===== config.mk =====
export PLATFORM = sky130hd
export DESIGN_NAME = seq_restoring_divider
export DESIGN_NICKNAME = d
export VERILOG_FILES = /design/src/rtl/seq_restoring_divider.sv
export SDC_FILE = /design/constraint.sdc
export NUM_CORES = 1
export LEC_CHECK = 0
export CORE_MARGIN = 5
export CORE_UTILIZATION = 45
export CTS_CLUSTER_SIZE = 10
export DETAILED_ROUTE_END_ITERATION = 10
export MAX_ROUTING_LAYER = met4
export PLACE_DENSITY = 0.82
export SYNTH_ARGS = -nofsm -noshare
export SYNTH_HDL_FRONTEND = slang
export SYNTH_SLANG_ARGS = --single-unit

===== constraint.sdc =====
create_clock -name clk -period 2.1 [get_ports clk]
set_clock_uncertainty 0.1 [all_clocks]
set_input_delay 0.42 -clock clk [delete_from_list [all_inputs] [get_ports clk]]
set_output_delay 0.42 -clock clk [all_outputs]
set_load 0.02 [all_outputs]

===== src/rtl/seq_restoring_divider.sv =====
// -----------------------------------------------------------------------------
// seq_restoring_divider
//   Iterative restoring divider. Divides an unsigned DW-bit dividend by an
//   unsigned VW-bit divisor, producing one quotient bit per clock. Results are
//   a DW-bit quotient and a VW-bit remainder. A zero divisor finishes
//   immediately with an all-ones quotient, a zero remainder and div_by_zero set.
//
// Ports
//   clk          in   1   clock, rising edge
//   rst_n        in   1   asynchronous active-low reset
//   start        in   1   request, sampled only while not busy (IDLE / DONE)
//   dividend     in   DW  dividend, captured on the accepting edge
//   divisor      in   VW  divisor, captured on the accepting edge
//   busy         out  1   high while a division is iterating
//   done         out  1   one-cycle pulse when results become valid
//   quotient     out  DW  result quotient, held until the next accepted start
//   remainder    out  VW  result remainder, held until the next accepted start
//   div_by_zero  out  1   flags a zero divisor, held like the results
// -----------------------------------------------------------------------------
module seq_restoring_divider #(
    parameter int DW = 8,
    parameter int VW = 4
) (
    input  logic          clk,
    input  logic          rst_n,
    input  logic          start,
    input  logic [DW-1:0] dividend,
    input  logic [VW-1:0] divisor,
    output logic          busy,
    output logic          done,
    output logic [DW-1:0] quotient,
    output logic [VW-1:0] remainder,
    output logic          div_by_zero
);

    localparam int CW = $clog2(DW + 1);

    typedef enum logic [1:0] {
        S_IDLE = 2'd0,
        S_RUN  = 2'd1,
        S_DONE = 2'd2
    } state_t;

    state_t        state_q,     state_d;
    logic [CW-1:0] count_q,     count_d;
    logic [VW:0]   rem_q,       rem_d;
    // Dividend shift register; quotient bits fill in from the LSB as the
    // dividend bits leave from the MSB, so after DW steps it holds the quotient.
    logic [DW-1:0] dvd_q,       dvd_d;
    logic [VW-1:0] dvs_q,       dvs_d;
    logic [DW-1:0] quotient_q,  quotient_d;
    logic [VW-1:0] remainder_q, remainder_d;
    logic          dbz_q,       dbz_d;
    logic          busy_q,      busy_d;
    logic          done_q,      done_d;

    logic [VW:0]   trial_s;
    logic [VW:0]   diff_s;
    logic          ge_s;

    // Next-state, datapath step and output-register decode.
    always_comb begin
        state_d     = state_q;
        count_d     = count_q;
        rem_d       = rem_q;
        dvd_d       = dvd_q;
        dvs_d       = dvs_q;
        quotient_d  = quotient_q;
        remainder_d = remainder_q;
        dbz_d       = dbz_q;

        trial_s = {rem_q[VW-1:0], dvd_q[DW-1]};
        diff_s  = trial_s - {1'b0, dvs_q};
        // The top remainder bit is always zero for a well-formed remainder;
        // folding it in keeps a corrupted remainder from looking smaller.
        ge_s    = (trial_s >= {1'b0, dvs_q}) | rem_q[VW];

        case (state_q)
            S_IDLE, S_DONE: begin
                if (start) begin
                    dvd_d       = dividend;
                    dvs_d       = divisor;
                    rem_d       = '0;
                    quotient_d  = '0;
                    remainder_d = '0;
                    dbz_d       = 1'b0;
                    if (divisor == '0) begin
                        state_d    = S_DONE;
                        count_d    = '0;
                        quotient_d = '1;
                        dbz_d      = 1'b1;
                    end else begin
                        state_d = S_RUN;
                        count_d = CW'(DW);
                    end
                end else begin
                    state_d = S_IDLE;
                end
            end
            S_RUN: begin
                if (ge_s) begin
                    rem_d = diff_s;
                end else begin
                    rem_d = trial_s;
                end
                dvd_d   = {dvd_q[DW-2:0], ge_s};
                count_d = count_q - CW'(1);
                if (count_q == CW'(1)) begin
                    state_d     = S_DONE;
                    quotient_d  = dvd_d;
                    remainder_d = rem_d[VW-1:0];
                end else begin
                    state_d = S_RUN;
                end
            end
            default: begin
                state_d = S_IDLE;
                count_d = '0;
            end
        endcase

        busy_d = (state_d == S_RUN);
        done_d = (state_d == S_DONE);
    end

    // State, datapath and output registers with asynchronous reset.
    always_ff @(posedge clk or negedge rst_n) begin
        if (!rst_n) begin
            state_q     <= S_IDLE;
            count_q     <= '0;
            rem_q       <= '0;
            dvd_q       <= '0;
            dvs_q       <= '0;
            quotient_q  <= '0;
            remainder_q <= '0;
            dbz_q       <= 1'b0;
            busy_q      <= 1'b0;
            done_q      <= 1'b0;
        end else begin
            state_q     <= state_d;
            count_q     <= count_d;
            rem_q       <= rem_d;
            dvd_q       <= dvd_d;
            dvs_q       <= dvs_d;
            quotient_q  <= quotient_d;
            remainder_q <= remainder_d;
            dbz_q       <= dbz_d;
            busy_q      <= busy_d;
            done_q      <= done_d;
        end
    end

    assign busy        = busy_q;
    assign done        = done_q;
    assign quotient    = quotient_q;
    assign remainder   = remainder_q;
    assign div_by_zero = dbz_q;

endmodule


==> results of run 1 <==
worst max path at each step:
| stage | start | to | slack [ns] | cells after the start |
|---|---|---|---|---|
| 2_1_floorplan | rem_q[2] | remainder[2] | 0.09 | 5 |
| 3_3_place_gp | rem_q[2] | remainder[2] | -0.03 | 5 |
| 3_5_place_dp | dvs_q[1] | remainder[0] | 0.02 | 6 |
| 4_1_cts | rem_q[2] | remainder[2] | 0.02 | 5 |
| 5_1_grt | rem_q[2] | rem_q[2] | 0.008 | 5 |
| 6_report | rem_q[2] | remainder[2] | 0.07 | 5 |
registers in the layout (all words and copies together) (netlist names):
name / cells
div_by_zero: 1
count_q: 4
quotient: 8
dvs_q: 4
dvd_q: 8
rem_q: 5
remainder: 4
done: 1
busy: 1
state_q: 2
synthesized netlist by cell type:
cell      count  area (um2)
nand2_1      23        86.3
and3_1        1        6.26
a32o_1        6        60.1
o22ai_1       3        18.8
xor2_1        1        8.76
fa_1          1        20.0
o211ai_1      1        7.51
or3_4         1        11.3
a21boi_0      1        7.51
nor2b_1       3        18.8
nor3b_1       1        7.51
or2_2         1        6.26
nor2_1        7        26.3
inv_1         8        30.0
nor4bb_1      1        10.0
nor3_1        1        5.00
o311a_1       1        10.0
nand3_1       3        15.0
mux2i_1       7        70.1
dfrtp_1      38         951
xnor2_1       3        26.3
a41o_1        1        10.0
a41oi_1       1        8.76
a21o_1        7        52.6
a22o_1        1        8.76
o311ai_1      1        8.76
o32ai_1       1        8.76
ha_1          6        75.1
or3_1         2        12.5
nand2b_1      3        18.8
o31ai_1       2        15.0
clkbuf_1      5        18.8
a31o_2        1        8.76
a21oi_1      10        50.1
nor4_1        1        6.26
buf_2         2        10.0
o21ai_0      19        95.1
per-stage QoR:
step	cell area (um2)	worst slack, ns	std cells	setup TNS (ns)
floorplan	1810	0.0907	175	0
global placement	2260	-0.0258	263	-0.0374
detailed placement	2260	0.0213	263	0
CTS	2390	0.0212	271	0
global route	2400	0.00754	271	0
finish	2400	0.0716	271	0
what timing repair did:
action / 4_1_cts / 5_1_grt
gates resized for setup: 1 / 2
buffers inserted: 1 / 0
setup endpoints to repair: 2 / 4
power by group:
| part | switching [W] | internal, W |
|---|---|---|
| Combinational | 0.00122 | 0.00112 |
| Sequential | 0.000208 | 0.00106 |
| Clock | 0.000257 | 0.000380 |
| Total | 0.00168 | 0.00257 |
cell type report:
cell class	instances	area (um2)	area share, %
repair buffers	46	425	17.7
multi-input cells	122	816	34.0
well taps	50	62.6	2.61
flip-flops and latches	38	951	39.7
clock buffers	6	82.6	3.44
clock inverters	1	30.0	1.25
inverters	8	30.0	1.25
per-layer routing:
| layer | vias to the layer above | track usage (%) | wire [um] |
|---|---|---|---|
| met2 | 39 | 26.2 | 1920 |
| met1 | 719 | 23.4 | 1950 |
| li1 | 715 | - | - |
| met4 | 0 | 6.64 | 72 |
| met5 | - | - | 0 |
| met3 | 5 | 5.20 | 183 |
kinds of logic after synthesis:
family | Yosys count
multiplexers | 7
AO/OA/AOI/OAI | 56
buffers and inverters | 15
XOR/XNOR | 4
AND/OR/NAND/NOR | 48
adder cells (fa/ha/maj) | 7
flip-flops | 38
worst register-to-register path: stages, from the launching register on:
cell and delay [ns]:
dfrtp_1 0.40, ha_2 0.21, or3_4 0.37, a41o_1 0.23
or3_4 0.37, a32o_1 0.25
==> impl_metrics.ini, run 1 <==
[timing]
whs_ns = 0.0620
fmax_mhz = 493
rsz0062_at_grt = false
hold_viol_final = 0
final_max_slew_viol_count = 0
max-slew-margin-rel_pct = 67.8
final.period_utilization_pct = 96.6
fin_crit_ns = 2.03
worst_pin_slew_ns = 0.477
finalSetupViolations = 0

[clock_tree]
ctsHoldBuffers = 0
numCtsBuffers = 5
clock_sinks = 38
clk_latency_ns = 0.30
clk_pin_slew_ns = 0.08
cts_tree = done
htree_levels = 2
cts_root_buf = clkbuf_8
ctsLongestPathBuffers = 2

[worst_setup_path]
r2r-start = rem_q[2]
critPathRequiredTime_ns = 2.18
r2r.worst_path.cells = 5
slowest_delay_ns = 0.40
critPathCaptureType = flip-flop
cp-start-kind = flip-flop
cp_max_fo = 3
cp_top_family = simple AND/OR/NAND/NOR gates
crit_top_cell = or3_4
path_buf_inv = 0
reg2reg_slack_ns = 0.07
crit_chain = ha_2 > or3_4 > a41o_1 > or3_4 > a32o_1
cp_slowest_cell = dfrtp_1
worstSetupPathType = reg -> reg
r2r-end = remainder[2]
worstPathArrival_ns = 2.11

[finish]
post_route_cells_drive_above_1_share_pct = 14.0
final_common_cell = dfrtp_1
fin_util_pct = 60.8
num_antenna_cells = 0
finalNetCount = 243
fill_cells = 328
final_cell_mix = dfrtp_1 (38), clkdlybuf4s50_1 (28), nand2_1 (23), o21ai_0 (19), buf_4 (16)
syn_to_final_growth_pct = 32.4

[yosys]
syn-instance-count = 175
yosys.area_share.xor_xnor_pct = 1.94
synthesis.yosys.warnings = 0
ys_types = 37
syn_area_per_cell_um2 = 10.3
synth-compound-area-share_pct = 20.5
synth_fp_nets = 197
ys_seq_elements = 38
synthSimpleGateAreaFrac_pct = 12.7
synth_fa_ha_area_share_pct = 5.25
synth_top_family_by_area = compound AO/OA/AOI/OAI gates
netlist_area_mm2 = 0.00181
yosysSeqAreaShare_pct = 52.5
synth_mux_area_share_pct = 3.87

[floorplan]
dieArea_mm2 = 0.00539
initial_core_util_pct = 45.9
ios = 30
coreArea_mm2 = 0.00394
die_y_um = 73.4
placementRows = 23
die_w_um = 73.4

[pwr]
peakVddDrop_mv = 0.872
power.leakage_nw = 1.10
p_total_w = 0.00425
power_density_mw_per_mm2 = 1770

[drt]
vias_per_cell = 5.45
firstDrtPassIters = 4
route.vias.total = 1478
wl_mm = 4.13
drtIter0Drc = 92
drc_errors = 0
postRouteAntennaNets = 0
routedWlPerCell_um = 15.2

[placed_design]
dp_hpwl_mm = 3.01
gp_congestion = 0.925
port_buffers = 29

[global_route]
overflow = 0
track_usage_pct = 17.9
grt_pass1_wl_mm = 6.99
grt_pass1_vias = 1501
antenna_found_initial = 0
grt_max_degree = 39

[run]
cap_violations = 0

[run_status]
status = finished, final reports clean

[worst_hold_path]
hp-class = in -> async
(Power assumes the default switching activity.)
==> run 2, diff against run 1 <==
--- a/config.mk
+++ b/config.mk
@@ -5,6 +5,7 @@
 export SDC_FILE = /design/constraint.sdc
 export NUM_CORES = 1
 export LEC_CHECK = 0
+export ABC_AREA = 1
 export CORE_MARGIN = 5
 export CORE_UTILIZATION = 45
 export CTS_CLUSTER_SIZE = 10
==> impl_metrics.ini, run 2 <==
[run_status]
status = finished, final reports clean

[drt]
wl_mm = 4.07
firstDrtPassIters = 4
drtIter0Drc = 97
routedWlPerCell_um = 13.5
vias_per_cell = 5.12
drc_errors = 0
postRouteAntennaNets = 0
route.vias.total = 1542

[clock_tree]
cts_resized = 0
numCtsBuffers = 5
ctsLongestPathBuffers = 2
post_cts.repair.setup_buffers = 0
clk_pin_slew_ns = 0.07
ctsHoldBuffers = 0
cts_root_buf = clkbuf_8
clock_sinks = 38
clk_latency_ns = 0.29
htree_levels = 2
cts_tree = done

[floorplan]
die_w_um = 74.7
dieArea_mm2 = 0.00557
ios = 30
coreArea_mm2 = 0.00403
die_y_um = 74.7
placementRows = 23
initial_core_util_pct = 46.7

[global_route]
use_met1_pct = 21.2
antenna_found_initial = 0
grt_max_degree = 39
grt_pass1_vias = 1559
grt_use_met3_pct = 3.60
track_usage_pct = 17.5
overflow = 0
grt_pass1_wl_mm = 7.07
top_usage_layer = met2
met2_usage_pct = 28.3

[yosys]
synth_fp_nets = 238
syn_area_per_cell_um2 = 8.71
ys_top_cells_by_area = dfrtp_1 (51%), nand2_1 (10%), inv_1 (5.2%), nor2_1 (4.6%), ha_1 (4.0%)
yosysSeqAreaShare_pct = 50.5
synth_top_family_by_area = simple AND/OR/NAND/NOR gates
async_reset_ff_share_pct = 100
synth.most_common_cell = nand2_1
ys_top_cells_by_count = nand2_1 (50), dfrtp_1 (38), inv_1 (26)
synth_ff_type = dfrtp_1
synth_top_area_cell = dfrtp_1
synth_mux_area_share_pct = 0
synth_fa_ha_area_share_pct = 5.05
syn-instance-count = 216
synthesis.yosys.warnings = 0
yosys.area_share.xor_xnor_pct = 0.931
synth_top_area_share_pct = 50.5
synth_edf_count = 0
ys_seq_elements = 38
synthSimpleGateAreaFrac_pct = 22.5
ys_types = 25
synth-compound-area-share_pct = 11.2
netlist_area_mm2 = 0.00188

[worst_setup_path]
worstSetupPathType = reg -> out
critPathRequiredTime_ns = 1.58
cp_slowest_cell = clkdlybuf4s50_1
crit_chain = clkdlybuf4s50_1
critPathCaptureType = output pin
cp-start-kind = flip-flop
slowest_delay_ns = 0.62
worstPathArrival_ns = 1.30
cp_top_family = buffers and inverters
cp_max_fo = 2
path_buf_inv = 1

[placed_design]
dp.cells = 293
gp_congestion = 0.892
port_buffers = 29
dp_hpwl_mm = 3.08

[finish]
post_route_cells_drive_above_1_share_pct = 8.37
layout.cells.non_filler = 301
final_cell_mix = nand2_1 (50), dfrtp_1 (38), clkdlybuf4s50_1 (29), inv_1 (26), nor2_1 (23)
syn_to_final_growth_pct = 21.6
fill_cells = 366
num_antenna_cells = 0
final_common_cell = nand2_1
fin_util_pct = 56.8
finalNetCount = 272

[timing]
final.period_utilization_pct = 86.5
hold_viol_final = 0
final_max_slew_viol_count = 0
max-slew-margin-rel_pct = 68.7
fin_crit_ns = 1.82
finalSetupViolations = 0
fmax_mhz = 551
worst_pin_slew_ns = 0.469
setup_tns_ns = 0
rsz0062_at_grt = false

[pwr]
power.leakage_nw = 1.11
power_density_mw_per_mm2 = 1860
peakVddDrop_mv = 0.912

[worst_hold_path]
hp-class = reg -> reg

[run]
cap_violations = 0
==> run 2: cell count changes in the layout (fill, tap and decap cells not counted), sizes merged, moves of 4 or more <==
cell   delta
nand2    +28
a21o      -7
nand4     +7
mux2i     -7
a32o      -6
a31oi     +7
buf      -14
o21ai     -4
nor2     +19
inv      +21
nand3    +10
==> run 2: final timing paths <==
kind	start	end	slack, ns	depth (start not counted)
max in group asynchronous	rst_n	state_q[1]	1.13	2
min	remainder[1]	remainder[1]	0.39	2
max reg2reg	rem_q[2]	remainder[1]	0.36	8
max	quotient[6]	quotient[6]	0.28	1
min in group asynchronous	rst_n	dvd_q[3]	0.44	2
min reg2reg	remainder[1]	remainder[1]	0.39	2
==> run 2: layout make-up <==
type	count	area, um2	share of cell area [%]
inverters	30	116	5.08
flip-flops and latches	38	951	41.6
well taps	50	62.6	2.73
clock inverters	1	5.00	0.219
clock buffers	7	86.3	3.77
repair buffers	33	320	14.0
multi-input cells	142	747	32.6
==> run 2: power by group <==
part / leakage (nW) / internal (W) / total (W) / switching, W
clock network: 0.0482 / 0.000265 / 0.000523 / 0.000258
logic: 0.602 / 0.000924 / 0.00241 / 0.00149
registers: 0.456 / 0.00111 / 0.00132 / 0.000208
==> run 2: per-layer routing <==
metal | vias to the layer above | routed length, um
met5 | - | 0
met4 | 0 | 98
met3 | 11 | 178
met2 | 40 | 2050
met1 | 723 | 1750
li1 | 768 | -
==> run 2: tightest hold or removal path: stages, from the launching register on <==
cell     delay, ns
dfrtp_1       0.34
nand2_1       0.06
nand2_1       0.06
==> run 2: logic make-up (layout without fill, tap and decap cells) <==
family,Yosys count,count (layout)
DFF,38,38
and+or+nand+nor,97,97
adders and majority gates,7,7
AOI/OAI and AO/OA,36,36
xor gates and xnor gates,2,2
buffers and inverters,36,71
==> run 2: through the flow <==
step / power (W) / setup WS (ns) / instance area (um2) / hold slack, ns
4_1_cts: 0.00429 / 0.283 / 2290 / 0.397
3_5_place_dp: 0.00375 / 0.144 / 2200 / 0.381
6_report: 0.00425 / 0.284 / 2290 / 0.390
3_3_place_gp: 0.00365 / 0.210 / 2200 / 0.388
2_1_floorplan: 0.00312 / 0.538 / 1880 / 0.0244
5_1_grt: 0.00464 / 0.119 / 2290 / 0.430
